<file path="src/rtl/pal_pkg.sv">
// pal_pkg: definitions shared by the PAL configuration blocks.
// Holds the loader state encoding and a small width helper for counters.
package pal_pkg;

    // Loader sequencing states; 2-bit encoding shared with other PAL config blocks.
    typedef enum logic [1:0] {
        ST_IDLE   = 2'd0,
        ST_LOAD   = 2'd1,
        ST_COMMIT = 2'd2,
        ST_DONE   = 2'd3
    } pal_cfg_state_e;

    // Number of bits needed to represent 0..value-1 (never less than 1).
    function automatic int pal_clog2(input int value);
        int w;
        w = 1;
        while ((1 << w) < value) begin
            w++;
        end
        return w;
    endfunction

endpackage

</file>
<file path="src/rtl/pal_cfg_shreg.sv">
// pal_cfg_shreg: shadow shift register for the PAL config loader.
// Bits enter at the MSB and move toward bit 0, so the first bit shifted in
// ends up in data_o[0] after WIDTH shifts. WIDTH must be at least 2.
module pal_cfg_shreg #(
    parameter int WIDTH = 16
) (
    input  logic             clk,
    input  logic             rst_n,
    input  logic             shift_en_i,
    input  logic             bit_i,
    output logic [WIDTH-1:0] data_o
);

    logic [WIDTH-1:0] data_q;

    // Shift one serial bit in from the top whenever the loader accepts a data bit.
    // NOTE: the shadow is an ordinary flop array, so it is reset like any other state;
    // a commit can then never expose undefined contents.
    always_ff @(posedge clk or negedge rst_n) begin
        if (!rst_n) begin
            data_q <= '0;
        end else if (shift_en_i) begin
            // NOTE: non-blocking so the right-hand side uses pre-edge values regardless of statement order.
            data_q <= {bit_i, data_q[WIDTH-1:1]};
        end
    end

    assign data_o = data_q;

endmodule

</file>
<file path="src/rtl/pal_config_loader.sv">
// pal_config_loader: serial configuration loader for the PAL fabric.
// A bitstream is shifted into a shadow register and committed atomically to
// cfg_out; partial or aborted loads leave cfg_out and cfg_loaded untouched.
// Optional feature: define PAL_CFG_PARITY_EN to expect one trailing even-parity
// bit per load; a parity error skips the commit and sets the sticky cfg_err.
module pal_config_loader
    import pal_pkg::*;
#(
    parameter int CFG_LEN = 16,
    parameter int CNT_W   = 5
) (
    input  logic               clk,
    input  logic               rst_n,
    input  logic               cfg_en,
    input  logic               cfg_valid,
    input  logic               cfg_bit,
    output logic [CFG_LEN-1:0] cfg_out,
    output logic               cfg_loaded,
    output logic               busy,
    output logic               cfg_err
);

`ifdef PAL_CFG_PARITY_EN
    localparam int N = CFG_LEN + 1;
`else
    localparam int N = CFG_LEN;
`endif

    // Bits per load (data plus optional parity) and data bits, at counter width.
    localparam logic [CNT_W-1:0] N_CNT   = CNT_W'(N);
    localparam logic [CNT_W-1:0] LEN_CNT = CNT_W'(CFG_LEN);

    pal_cfg_state_e     state_q;
    logic [CNT_W-1:0]   count_q;
    logic               en_prev_q;
    logic [CFG_LEN-1:0] cfg_out_q;
    logic               loaded_q;
    logic [CFG_LEN-1:0] shadow;
    logic               load_start;
    logic               accept;
    logic               shift_en;

    // A load starts only on a 0->1 transition of cfg_en observed while idle.
    assign load_start = (state_q == ST_IDLE) && cfg_en && !en_prev_q;

    // A bit is taken while the count is short of N. Dropping cfg_en aborts, except
    // when the dropped cycle carries the final bit: completion wins over abort.
    assign accept = (state_q == ST_LOAD) && cfg_valid && (count_q != N_CNT) &&
                    (cfg_en || (count_q == N_CNT - CNT_W'(1)));

    // Only data bits enter the shadow; a trailing parity bit is merely accumulated.
    assign shift_en = accept && (count_q < LEN_CNT);

    pal_cfg_shreg #(
        .WIDTH(CFG_LEN)
    ) u_shreg (
        .clk        (clk),
        .rst_n      (rst_n),
        .shift_en_i (shift_en),
        .bit_i      (cfg_bit),
        .data_o     (shadow)
    );

`ifdef PAL_CFG_PARITY_EN
    logic par_q;
    logic err_q;
`endif

    // Loader FSM: edge detect, bit counting, optional parity check and atomic commit.
    always_ff @(posedge clk or negedge rst_n) begin
        if (!rst_n) begin
            state_q   <= ST_IDLE;
            count_q   <= '0;
            en_prev_q <= 1'b0;
            cfg_out_q <= '0;
            loaded_q  <= 1'b0;
`ifdef PAL_CFG_PARITY_EN
            par_q     <= 1'b0;
            err_q     <= 1'b0;
`endif
        end else begin
            en_prev_q <= cfg_en;
            case (state_q)
                ST_IDLE: begin
                    if (load_start) begin
                        state_q <= ST_LOAD;
                        count_q <= '0;
`ifdef PAL_CFG_PARITY_EN
                        par_q   <= 1'b0;
                        err_q   <= 1'b0;
`endif
                    end
                end
                ST_LOAD: begin
                    if (count_q == N_CNT) begin
`ifdef PAL_CFG_PARITY_EN
                        if (par_q) begin
                            err_q   <= 1'b1;
                            state_q <= ST_DONE;
                        end else begin
                            state_q <= ST_COMMIT;
                        end
`else
                        state_q <= ST_COMMIT;
`endif
                    end else if (accept) begin
                        count_q <= count_q + CNT_W'(1);
`ifdef PAL_CFG_PARITY_EN
                        par_q   <= par_q ^ cfg_bit;
`endif
                    end else if (!cfg_en) begin
                        state_q <= ST_IDLE;
                    end
                end
                ST_COMMIT: begin
                    cfg_out_q <= shadow;
                    loaded_q  <= 1'b1;
                    state_q   <= ST_DONE;
                end
                ST_DONE: begin
                    if (!cfg_en) begin
                        state_q <= ST_IDLE;
                    end
                end
                default: state_q <= ST_IDLE;
            endcase
        end
    end

    assign cfg_out    = cfg_out_q;
    assign cfg_loaded = loaded_q;
    assign busy       = (state_q == ST_LOAD) || (state_q == ST_COMMIT);
`ifdef PAL_CFG_PARITY_EN
    assign cfg_err    = err_q;
`else
    assign cfg_err    = 1'b0;
`endif

endmodule

</file>
<file path="config.mk">
export PLATFORM = sky130hd
export DESIGN_NAME = pal_config_loader
export DESIGN_NICKNAME = d
export VERILOG_FILES = /design/src/rtl/pal_pkg.sv /design/src/rtl/pal_cfg_shreg.sv /design/src/rtl/pal_config_loader.sv
export SDC_FILE = /design/constraint.sdc
export NUM_CORES = 1
export LEC_CHECK = 0
export CAP_MARGIN = 5
export CORE_UTILIZATION = 56
export DETAILED_ROUTE_END_ITERATION = 6
export GPL_ROUTABILITY_DRIVEN = 1
export HOLD_SLACK_MARGIN = 0.08
export PLACE_DENSITY = 0.81
export SLEW_MARGIN = 20
export SYNTH_ARGS = -nofsm -noshare
export SYNTH_HDL_FRONTEND = slang
export SYNTH_SLANG_ARGS = --single-unit
</file>
<file path="constraint.sdc">
create_clock -name clk -period 5.5 [get_ports clk]
set_clock_uncertainty 0.05 [all_clocks]
set_input_delay 0.55 -clock clk [delete_from_list [all_inputs] [get_ports clk]]
set_output_delay 0.55 -clock clk [all_outputs]
set_load 0.01 [all_outputs]
</file>
== Yosys cells after proc, flatten, opt, wreduce, memory -nomap -nowiden ==
Cells that the tools add are included.
W data, S select, Z words.

* $add $sub $neg: 1
* Order comparisons: 1
* Eq/ne operators: 10
* Muxes and demuxes: 9
* Reduce and logical (&&, ||, !) cells: 13

{| class="wikitable"
|+ Operators by type and width
! cell !! number
|-
| $mux W5 || 3
|-
| $pmux W5 S2 || 1
|-
| $mux W2 || 4
|-
| $pmux W2 S4 || 1
|-
| $logic_and A1 B1 Y1 || 6
|-
| $ne A2 B2 Y1 const B || 3
|-
| $add A5 B1 Y5 const B || 1
|-
| $eq A5 B4 Y1 const B || 1
|-
| $eq A5 B5 Y1 const B || 1
|-
| $lt A5 B5 Y1 const B || 1
|-
| $ne A5 B5 Y1 const B || 1
|-
| $eq A2 B2 Y1 const B || 2
|-
| $reduce_and A4 Y1 || 1
|-
| $ne A3 B3 Y1 const B || 1
|-
| $eq A2 B1 Y1 const B || 1
|-
| $logic_not A2 Y1 || 1
|-
| $logic_or A1 B1 Y1 || 2
|-
| $reduce_and A2 Y1 || 1
|-
| $reduce_bool A2 Y1 || 1
|-
| $logic_not A1 Y1 || 1
|}

* Bits in registers: 41
* Input port bits: 5
* Output and inout bits: 19
* Logic and storage cells: 40

== Longest topological paths before layout ==
Gate-level depths: netlist (run 1).

* Word-level depth: 7
* Depth in mapped cells: 7
* Gate-level depth less buffers: 7

== Modules after synthesis ==
From an unflattened synthesis (run 1), not the netlist that was laid out.

* Cells, all modules: 135
* Area total of the unflattened synthesis: 1898.1 µm²

{| class="wikitable"
|+ By module, submodules not included
! module !! instances !! cells an instance !! area each (µm²) !! sequential area each (µm²)
|-
| pal_config_loader || 1 || 101 || 1248.7 || 625.6
|-
| pal_cfg_shreg || 1 || 34 || 649.4 || 400.4
|}

== Least setup slack after synthesis (run 1) ==
OpenSTA, ideal clock, no wires.

* Path type: register to register
* Start: register count_q[1]
* End: register u_shreg.data_q[15] (netlist: u_shreg.data_o[15])
* Setup time: 0.125 ns
* Arrival: 1.751 ns
* Required time: 5.325 ns
* Slack: 3.574 ns
* Cell stages (with the launch flop): 8
* Buffers on the path: 1
* Period minus slack after synthesis: 1.926 ns
* Path through: dfrtp_1 > ha_1 > and3_2 > ha_1 > o211ai_4 > nor2_2 > buf_4 > mux2_2

* Cells in the longest elaborated chain, start to end: 4
* Elaborated cells on any way between the ends: 7
* Classes of those cells: order compare (1); eq/ne (2); reduce/logical (4)

{| class="wikitable"
|+ Ends and longest elaborated chain
! item !! RTL line !! RTL
|-
| start: declaration || pal_config_loader.sv:34 || <nowiki>logic [CNT_W-1:0] count_q;</nowiki>
|-
| start signal: assignment || pal_config_loader.sv:107 || <nowiki>count_q <= count_q + CNT_W'(1);</nowiki>
|-
| branches (longest 3 deep; another with $lt A5 B5 Y1) || n/a ||
|-
| $logic_and A1 B1 Y1 (*) || pal_config_loader.sv:52 || <nowiki>assign shift_en = accept && (count_q < LEN_CNT);</nowiki>
|-
| end signal: assignment || pal_cfg_shreg.sv:24 || <nowiki>data_q <= {bit_i, data_q[WIDTH-1:1]};</nowiki>
|-
| end: declaration || pal_cfg_shreg.sv:14 || <nowiki>logic [WIDTH-1:0] data_q;</nowiki>
|}

Every way passes the cells marked *.
A chain may end at the register's enable or synchronous reset.

== Final worst setup path (run 1) ==
* Start: register state_q[0]
* End: output busy

* Cells in the longest elaborated chain, start to end: 2
* Elaborated cells on any way between the ends: 3
* Classes of those cells: eq/ne (2); reduce/logical (1)

{| class="wikitable"
|+ Ends and longest elaborated chain
! item !! RTL line !! RTL
|-
| start: declaration || pal_config_loader.sv:33 || <nowiki>pal_cfg_state_e state_q;</nowiki>
|-
| start signal: assignment || pal_config_loader.sv:72 || <nowiki>state_q <= ST_IDLE;</nowiki>
|-
| start signal: assignment || pal_config_loader.sv:86 || <nowiki>state_q <= ST_LOAD;</nowiki>
|-
| start signal: assignment || pal_config_loader.sv:104 || <nowiki>state_q <= ST_COMMIT;</nowiki>
|-
| $eq A2 B1 Y1 or $eq A2 B2 Y1 (tied branches) || pal_config_loader.sv:132 || <nowiki>assign busy = (state_q == ST_LOAD) || (state_q == ST_COMMIT);</nowiki>
|-
| $logic_or A1 B1 Y1 (*) || pal_config_loader.sv:132 ||
|-
| end: declaration || pal_config_loader.sv:19 || <nowiki>output logic busy,</nowiki>
|}

Mark *: on every way between the ends. The rest lies on a longest branch, timed or not.

==> Implementation_results.wiki, run 1 <==
{| class="wikitable"
! Metric !! Value
|-
| Outcome || finished, final reports clean
|-
| Via count of the first global-routing pass || approximately 1,100
|-
| Remaining DRCs || 0
|-
| Portion of the clock cycle consumed by the worst path in the final layout || 41.5%
|-
| Xor/xnor share of the synthesized area || 0%
|-
| Die H || 59.6 um
|-
| Antenna cells || 0
|-
| GR met1 Demand/Resource || 25.1%
|-
| Leakage power summed over all cells || slightly above 1 nW
|-
| Post-synthesis compound-gate area fraction || 9.62%
|-
| Area Growth Syn to Fin || 17.1%
|-
| # IOs || 24
|-
| Proportion of synthesized chip area in sequential cells || between 50% and 60%
|-
| Clock tree from TritonCTS || yes
|-
| Final HPWL DP || 2090 um
|-
| Cell Area, Synth || 1860 um2
|-
| Synth Register Bits || 41
|-
| Average footprint of a synthesized cell || 13.6 um2
|-
| Count of flip-flops with a built-in enable after synthesis || 0
|-
| Max Fclk || 438 MHz
|-
| Post-CTS resize count || 0
|-
| Met2 capacity usage during global routing || about a third
|-
| Total Routed Length || about 3000 um
|-
| Synthesized-area fraction occupied by and/or/nand/nor cells || under 10%
|-
| Initial drt markers || 42
|-
| Type of the most critical hold path || input pin to async pin
|-
| Number of nets at the end of the flow || around 170
|-
| Number of fillers in the final layout || ~240
|-
| Count of mapped cells out of synthesis || 137
|-
| Average wire length per cell after detail routing || roughly 15 um
|-
| Worst-path maximum fanout || 6
|-
| Number of slew-limit violations in the final report || 0
|-
| VDD IR max || around 0.18 mV
|-
| Reg-to-reg slack, setup || 3.23 ns
|-
| Placeable core region || approximately 3100 um2
|-
| Die boundary width || 59.6 um
|-
| TNS Setup || 0 ns
|-
| Total global routing track utilization || ~20%
|-
| Core Util, Final || 70.2%
|-
| Time the final worst path needs with I/O delays and setup || roughly 2.3 ns
|-
| RSZ-0062 raised after global routing || false
|-
| Most frequent standard cell in the layout excluding fill and tap cells || dfrtp_1
|-
| Number of port buffers || 22
|-
| Sequential standard cell area || 1030 um2
|-
| First-pass GRT wire length || ~5100 um
|-
| Number of violations of the max-capacitance limit || 0
|-
| Via total after detailed routing || about 1,100
|-
| Residual antenna-violating net count after detailed routing || 0
|-
| Startpoint of the most critical register-to-register path || count_q[1]
|-
| GRT Residual Overflow || 0
|-
| Share of post-route cells with drive strength above 1 || between 20% and 30%
|-
| Net Count, Synth || between 100 and 150
|-
| Stage delay of the slowest cell on the critical path || ~0.52 ns
|-
| Drt pass-1 iters || 4
|-
| Tightest slew margin relative to the limit || between 40% and 50%
|-
| Reg-to-reg critical path endpoint || u_shreg.data_o[7]
|-
| Distinct cell type count of the synthesized netlist || 39
|-
| Critical path endpoint category || primary output
|-
| Die Area || approximately 3600 um2
|-
| Top Usage Layer GRT || met2
|-
| Number of synthesis warnings || 0
|-
| Setup Viol. Count Final || 0
|-
| Clk buf depth || 2
|-
| Most frequent cells in the layout || dfrtp_1 (41), mux2_2 (32), clkdlybuf4s50_1 (21), inv_1 (9), ha_1 (7)
|-
| Crit path kind || flop to primary output
|-
| Slowest stage cell, crit path || clkdlybuf4s50_1
|-
| Mean number of vias per cell || 5.40
|-
| Initial Utilization || between 50 and 60%
|-
| Clock sink count || slightly above 40
|-
| Portion of netlist area occupied by mux cells || roughly a fifth
|-
| Main combinational cell family by area after synthesis || multiplexers
|-
| Maximum number of pins on one net before global-route repair || 42
|-
| Hold-fix buffer count after cts || 0
|-
| Worst-skew pair later-pin latency || between 0.3 and 0.4 ns
|-
| Launching element type of the critical path || flop
|-
| GR Util met3 || 6.99%
|-
| Root buf cell || clkbuf_4
|-
| Pwr dens || about 350 nW/um2
|-
| Clk pin slew, worst setup/hold paths || ~0.11 ns
|-
| Commonest register cell after synthesis || dfrtp_1
|-
| Routability congestion estimate || approximately 0.84
|-
| Count of endpoints failing hold in the final timing report || 0
|-
| Setup Buffers After CTS || 0
|-
| TritonCTS Buffers || 5
|-
| Post-synthesis share of cell area spent on full adders, half adders and majority gates || 4.71%
|-
| List of cells traversed by the critical path || inv_1 -> ha_1 -> clkdlybuf4s50_1
|-
| Floorplan row count || 20
|-
| Initial antenna violation count || 0
|-
| Number of cells on the worst reg-to-reg path || 6
|-
| Arr. time, crit path || 1.68 ns
|-
| Combined area of the multi-input logic cells || ~760 um2
|-
| Slew at the pin with the worst max-slew slack || about 0.9 ns
|-
| Required time worst endpoint || roughly 5 ns
|-
| Async SR Flop Fraction || 100%
|-
| H-tree depth || 2
|}
kinds of logic after synthesis:
group                      Yosys count
AOI/OAI and AO/OA                   21
adders and majority gates            7
buffers and inverters               15
DFF                                 41
muxes                               34
other                                1
and+or+nand+nor                     18
report_power, final:
part / switching, mW / total, mW / internal [mW]
combinational: 0.0898 / 0.181 / 0.0910
sequential: 0.0432 / 0.389 / 0.346
clock: 0.0934 / 0.202 / 0.109
total: 0.226 / 0.772 / 0.546
metal layers:
metal / vias to the layer above / part of all wire, % / wire length (um)
met2: 18 / 50 / 1520
met3: 5 / 3.8 / 114
met4: 0 / 1.6 / 50
met5: - / 0 / 0
li1: 538 / - / -
met1: 546 / 44 / 1350
layout make-up:
class | instances | area share, %
tap | 44 | 2.53
sequential | 41 | 47.1
multi-input combinational | 81 | 35.0
timing repair buffer | 22 | 9.89
clock buffer | 7 | 2.53
clock inverter | 1 | 1.38
inverter | 9 | 1.55
worst max-delay path by stage:
stage	from	endpoint	slack (ns)
CTS	state_q[0]	busy	3.20
floorplan	count_q[1]	u_shreg.data_o[15]	3.57
global route	count_q[1]	u_shreg.data_o[6]	3.04
global placement	cfg_en	u_shreg.data_o[4]	3.03
detailed placement	cfg_en	u_shreg.data_o[11]	2.97
finish	state_q[0]	busy	3.22
state kept, by name (all words and copies together), names as in the netlist:
name	count
cfg_out	16
state_q	2
count_q	5
u_shreg.data_o	16
en_prev_q	1
cfg_loaded	1
critical path: cells and delay by family (launching register included):
family	cells	cell delay, ns
buffers and inverters	2	0.60
flip-flops	1	0.45
adder cells (fa/ha/maj)	1	0.28
Yosys cell counts (2+ instances only):
cell	n	area (um2)
mux2_2	32	360
dfrtp_1	41	1030
buf_4	2	15.0
mux2i_1	2	20.0
inv_1	9	33.8
nand2_1	4	15.0
a22oi_1	2	15.0
nor2_1	2	7.51
o211ai_1	3	22.5
ha_1	7	87.6
clkbuf_1	3	11.3
o2bb2ai_1	3	26.3
stage by stage:
step	cells	worst slack (ns)	hold WS, ns	cell area, um2	power, mW
finish	205	3.22	0.256	2180	0.772
global route	205	3.04	0.317	2180	0.819
CTS	205	3.20	0.277	2180	0.781
detailed placement	197	2.97	0.410	2090	0.577
global placement	197	3.03	0.399	2090	0.563
floorplan	137	3.57	0.204	1860	0.529
(Power assumes the default switching activity.)
==> run 2: changes to the inputs <==
--- a/config.mk
+++ b/config.mk
@@ -6,11 +6,11 @@
 export NUM_CORES = 1
 export LEC_CHECK = 0
 export CAP_MARGIN = 5
-export CORE_UTILIZATION = 56
+export CORE_UTILIZATION = 54
 export DETAILED_ROUTE_END_ITERATION = 6
 export GPL_ROUTABILITY_DRIVEN = 1
 export HOLD_SLACK_MARGIN = 0.08
-export PLACE_DENSITY = 0.81
+export PLACE_DENSITY = 0.78
 export SLEW_MARGIN = 20
 export SYNTH_ARGS = -nofsm -noshare
 export SYNTH_HDL_FRONTEND = slang
==> constraint.sdc (replaced) <==
create_clock -name clk -period 2.2 [get_ports clk]
set_clock_uncertainty 0.05 [all_clocks]
set_input_delay 0.22 -clock clk [delete_from_list [all_inputs] [get_ports clk]]
set_output_delay 0.22 -clock clk [all_outputs]
set_load 0.01 [all_outputs]
==> run 2 against run 1 <==
Global-route usage rose by 0.85 points. Combinational power rose to 3.0 times the previous value. Routed wire length grew 13%. Final cell count up 4.4%. Sequential power increased by 150%. Core utilization rose by 2.0 points. Worst setup slack got worse by 3.2 ns. First-iteration DRC count is 76% higher. Clock power increased to 2.5 times the previous value. Worst hold slack improved by 0.18 ns. Clock-buffer cell count unchanged.
==> Implementation_results.wiki, run 2 (synthesized netlist as in run 1, its figures left out) <==
{| class="wikitable"
! Metric !! Value
|-
| Floorplan row count || 20 (unchanged)
|-
| Clock tree from TritonCTS || yes
|-
| Setup Viol. Count Final || 0 (unchanged)
|-
| First-pass GRT wire length || 5470 um (+7.0%)
|-
| Leakage power summed over all cells || 1.07 nW (+4.6%)
|-
| Switch Pwr || 0.605 mW (+170%)
|-
| H-tree depth || 2 (unchanged)
|-
| Worst setup margin || 0.0448 ns (-3.17 ns)
|-
| Die boundary width || 60.7 um (+1.8%)
|-
| Number of nets at the end of the flow || 181 (+5.2%)
|-
| Die H || 60.7 um (+1.8%)
|-
| Switching fraction of total power || 30.0% (+0.73 points)
|-
| Final HPWL DP || 2260 um (+8.0%)
|-
| Pwr dens || 885 nW/um2 (+150%)
|-
| Total Routed Length || 3420 um (+13%)
|-
| Post-Layout Inst Area || 2270 um2 (+4.5%)
|-
| Reg-to-reg critical path endpoint || state_q[0]
|-
| Initial Utilization || 59.0% (-0.95 points)
|-
| Cell-internal power || 1.41 mW (+160%)
|-
| Clock sink count || 41 (unchanged)
|-
| Area Growth Syn to Fin || 22.3%
|-
| WHS Path Cells || 1
|-
| Remaining DRCs || 0 (unchanged)
|-
| Most frequent cells in the layout || dfrtp_1 (41), mux2_2 (32), clkdlybuf4s50_1 (21), inv_1 (9), buf_4 (8)
|-
| Worst slack at placement || -0.0609 ns (-3.03 ns)
|-
| Type of the most critical hold path || flop to flop
|-
| Required time worst endpoint || 2.39 ns (-2.51 ns)
|-
| Root buf cell || clkbuf_4
|-
| Number of port buffers || 22 (unchanged)
|-
| Die Area || 3680 um2 (+3.6%)
|-
| Total instance count after detailed placement || 203 (+3.0%)
|-
| Launching element type of the critical path || flop
|-
| GRT Residual Overflow || 0 (unchanged)
|-
| # IOs || 24 (unchanged)
|-
| Clk buf depth || 2 (unchanged)
|-
| Total global routing track utilization || 21.2% (+0.85 points)
|-
| Share of post-route cells with drive strength above 1 || 35.3% (+5.5 points)
|-
| Register share of total power || 47.6% (-2.8 points)
|-
| Worst-skew pair later-pin latency || 0.36 ns (+0.02 ns)
|-
| Drt pass-1 iters || 4 (unchanged)
|-
| Total power of the final layout || 2.01 mW (+160%)
|-
| Logic gate share of total power || 26.9% (+3.5 points)
|-
| Number of cells on the worst reg-to-reg path || 8 (+2)
|-
| Initial drt markers || 74 (+76%)
|-
| Max Fclk || 464 MHz
|-
| Clk pin slew, worst setup/hold paths || 0.12 ns (about the same)
|-
| Arr. time, crit path || 2.34 ns (+0.66 ns)
|-
| Placeable core region || 3150 um2 (+1.6%)
|-
| Tightest slew margin relative to the limit || 38.5% (-3.0 points)
|-
| Time the final worst path needs with I/O delays and setup || about 2.2 ns
|-
| Outcome || finished, final reports clean
|-
| Via total after detailed routing || 1,157 (+4.5%)
|-
| Antenna cells || 0 (unchanged)
|-
| Count of endpoints failing hold in the final timing report || 0 (unchanged)
|-
| Startpoint of the most critical register-to-register path || count_q[0]
|-
| Routability congestion estimate || 0.790 (-5.9%)
|-
| Critical path endpoint category || flop
|-
| Destination of the worst hold path || cfg_loaded
|-
| Reg-to-reg slack, setup || 0.04 ns (-3.19 ns)
|-
| Core Util, Final || 72.1% (+2.0 points)
|-
| Number of violations of the max-capacitance limit || 0 (unchanged)
|-
| Residual antenna-violating net count after detailed routing || 0 (unchanged)
|-
| Most frequent standard cell in the layout excluding fill and tap cells || dfrtp_1
|-
| Via count of the first global-routing pass || 1,192 (+6.1%)
|-
| Portion of the clock cycle consumed by the worst path in the final layout || between 90% and 100%
|-
| Number of fillers in the final layout || 251 (+5.0%)
|-
| Number of slew-limit violations in the final report || 0 (unchanged)
|-
| Slew at the pin with the worst max-slew slack || 0.923 ns (+0.0444 ns)
|-
| Hold path start || cfg_loaded
|-
| Initial antenna violation count || 0 (unchanged)
|-
| Maximum number of pins on one net before global-route repair || 42 (unchanged)
|-
| Finished Layout Cells || 214 (+4.4%)
|-
| Crit path kind || flop to flop
|-
| TritonCTS Buffers || 5 (unchanged)
|-
| Proportion of power drawn by the clock network || 25.5% (-0.7 points)
|-
| Mean number of vias per cell || 5.41 (+0.12%)
|-
| Dpl cell area || 2140 um2 (+2.2%)
|-
| Worst-path maximum fanout || 6 (unchanged)
|-
| Average wire length per cell after detail routing || 16.0 um (+8.0%)
|-
| VDD IR max || 0.581 mV (+220%)
|}
[run 2: metrics by stage]
| step | hold slack [ns] | TNS [ns] |
|---|---|---|
| finish | 0.438 | 0 |
| global route | 0.428 | -0.00672 |
| CTS | 0.436 | 0 |
| detailed placement | 0.351 | -0.777 |
| global placement | 0.335 | 0 |
| floorplan | -0.126 | 0 |
[run 2: repair_timing]
item,in CTS,in global routing
pin swaps,0,2
hold endpoints to repair,41,0
endpoints found under the setup margin,16,4
resized for setup,1,5
setup buffers,0,2
hold buffers,1,0
[run 2: worst max path at each step]
stage                           from                 end
final                     count_q[0]          state_q[0]
after global routing      count_q[0]          count_q[2]
after CTS                 count_q[0]          state_q[0]
after detailed placement  count_q[0]  u_shreg.data_o[14]
after global placement    count_q[0]   u_shreg.data_o[0]
after floorplan           count_q[1]  u_shreg.data_o[15]
[run 2: routing by layer]
| layer | vias to the layer above | wire length [um] | global-route usage [%] |
|---|---|---|---|
| met2 | 24 | 1740 | 34.4 |
| met4 | 0 | 56 | 10.1 |
| met5 | - | 0 | 0 |
| met3 | 6 | 130 | 6.82 |
| met1 | 578 | 1490 | 25.9 |
| li1 | 549 | - | - |
[run 2: power groups by stage]
stage / logic [mW] / clock network [mW] / registers [mW]
2_1_floorplan: 0.375 / 0 / 0.946
6_report: 0.541 / 0.514 / 0.958
5_1_grt: 0.590 / 0.562 / 0.974
3_5_place_dp: 0.511 / 0 / 0.971
3_3_place_gp: 0.478 / 0 / 0.964
4_1_cts: 0.516 / 0.523 / 0.955
[run 2: final cells by class]
type	instances	area (um2)	share of cell area [%]
clock inverters	1	30.0	1.32
inverters	9	33.8	1.49
multi-input cells	81	790	34.7
repair buffers	31	285	12.5
well taps	44	55.1	2.42
clock buffers	7	55.1	2.42
flip-flops and latches	41	1030	45.1
[run 2: worst max-delay path: stages, from the launching register on]
cell,delay (ns)
dfrtp_1,0.41
ha_2,0.19
and3_2,0.20
ha_4,0.14
o211ai_4,0.08
buf_4,0.17
or2_4,0.27
a31o_1,0.22
a221o_1,0.30
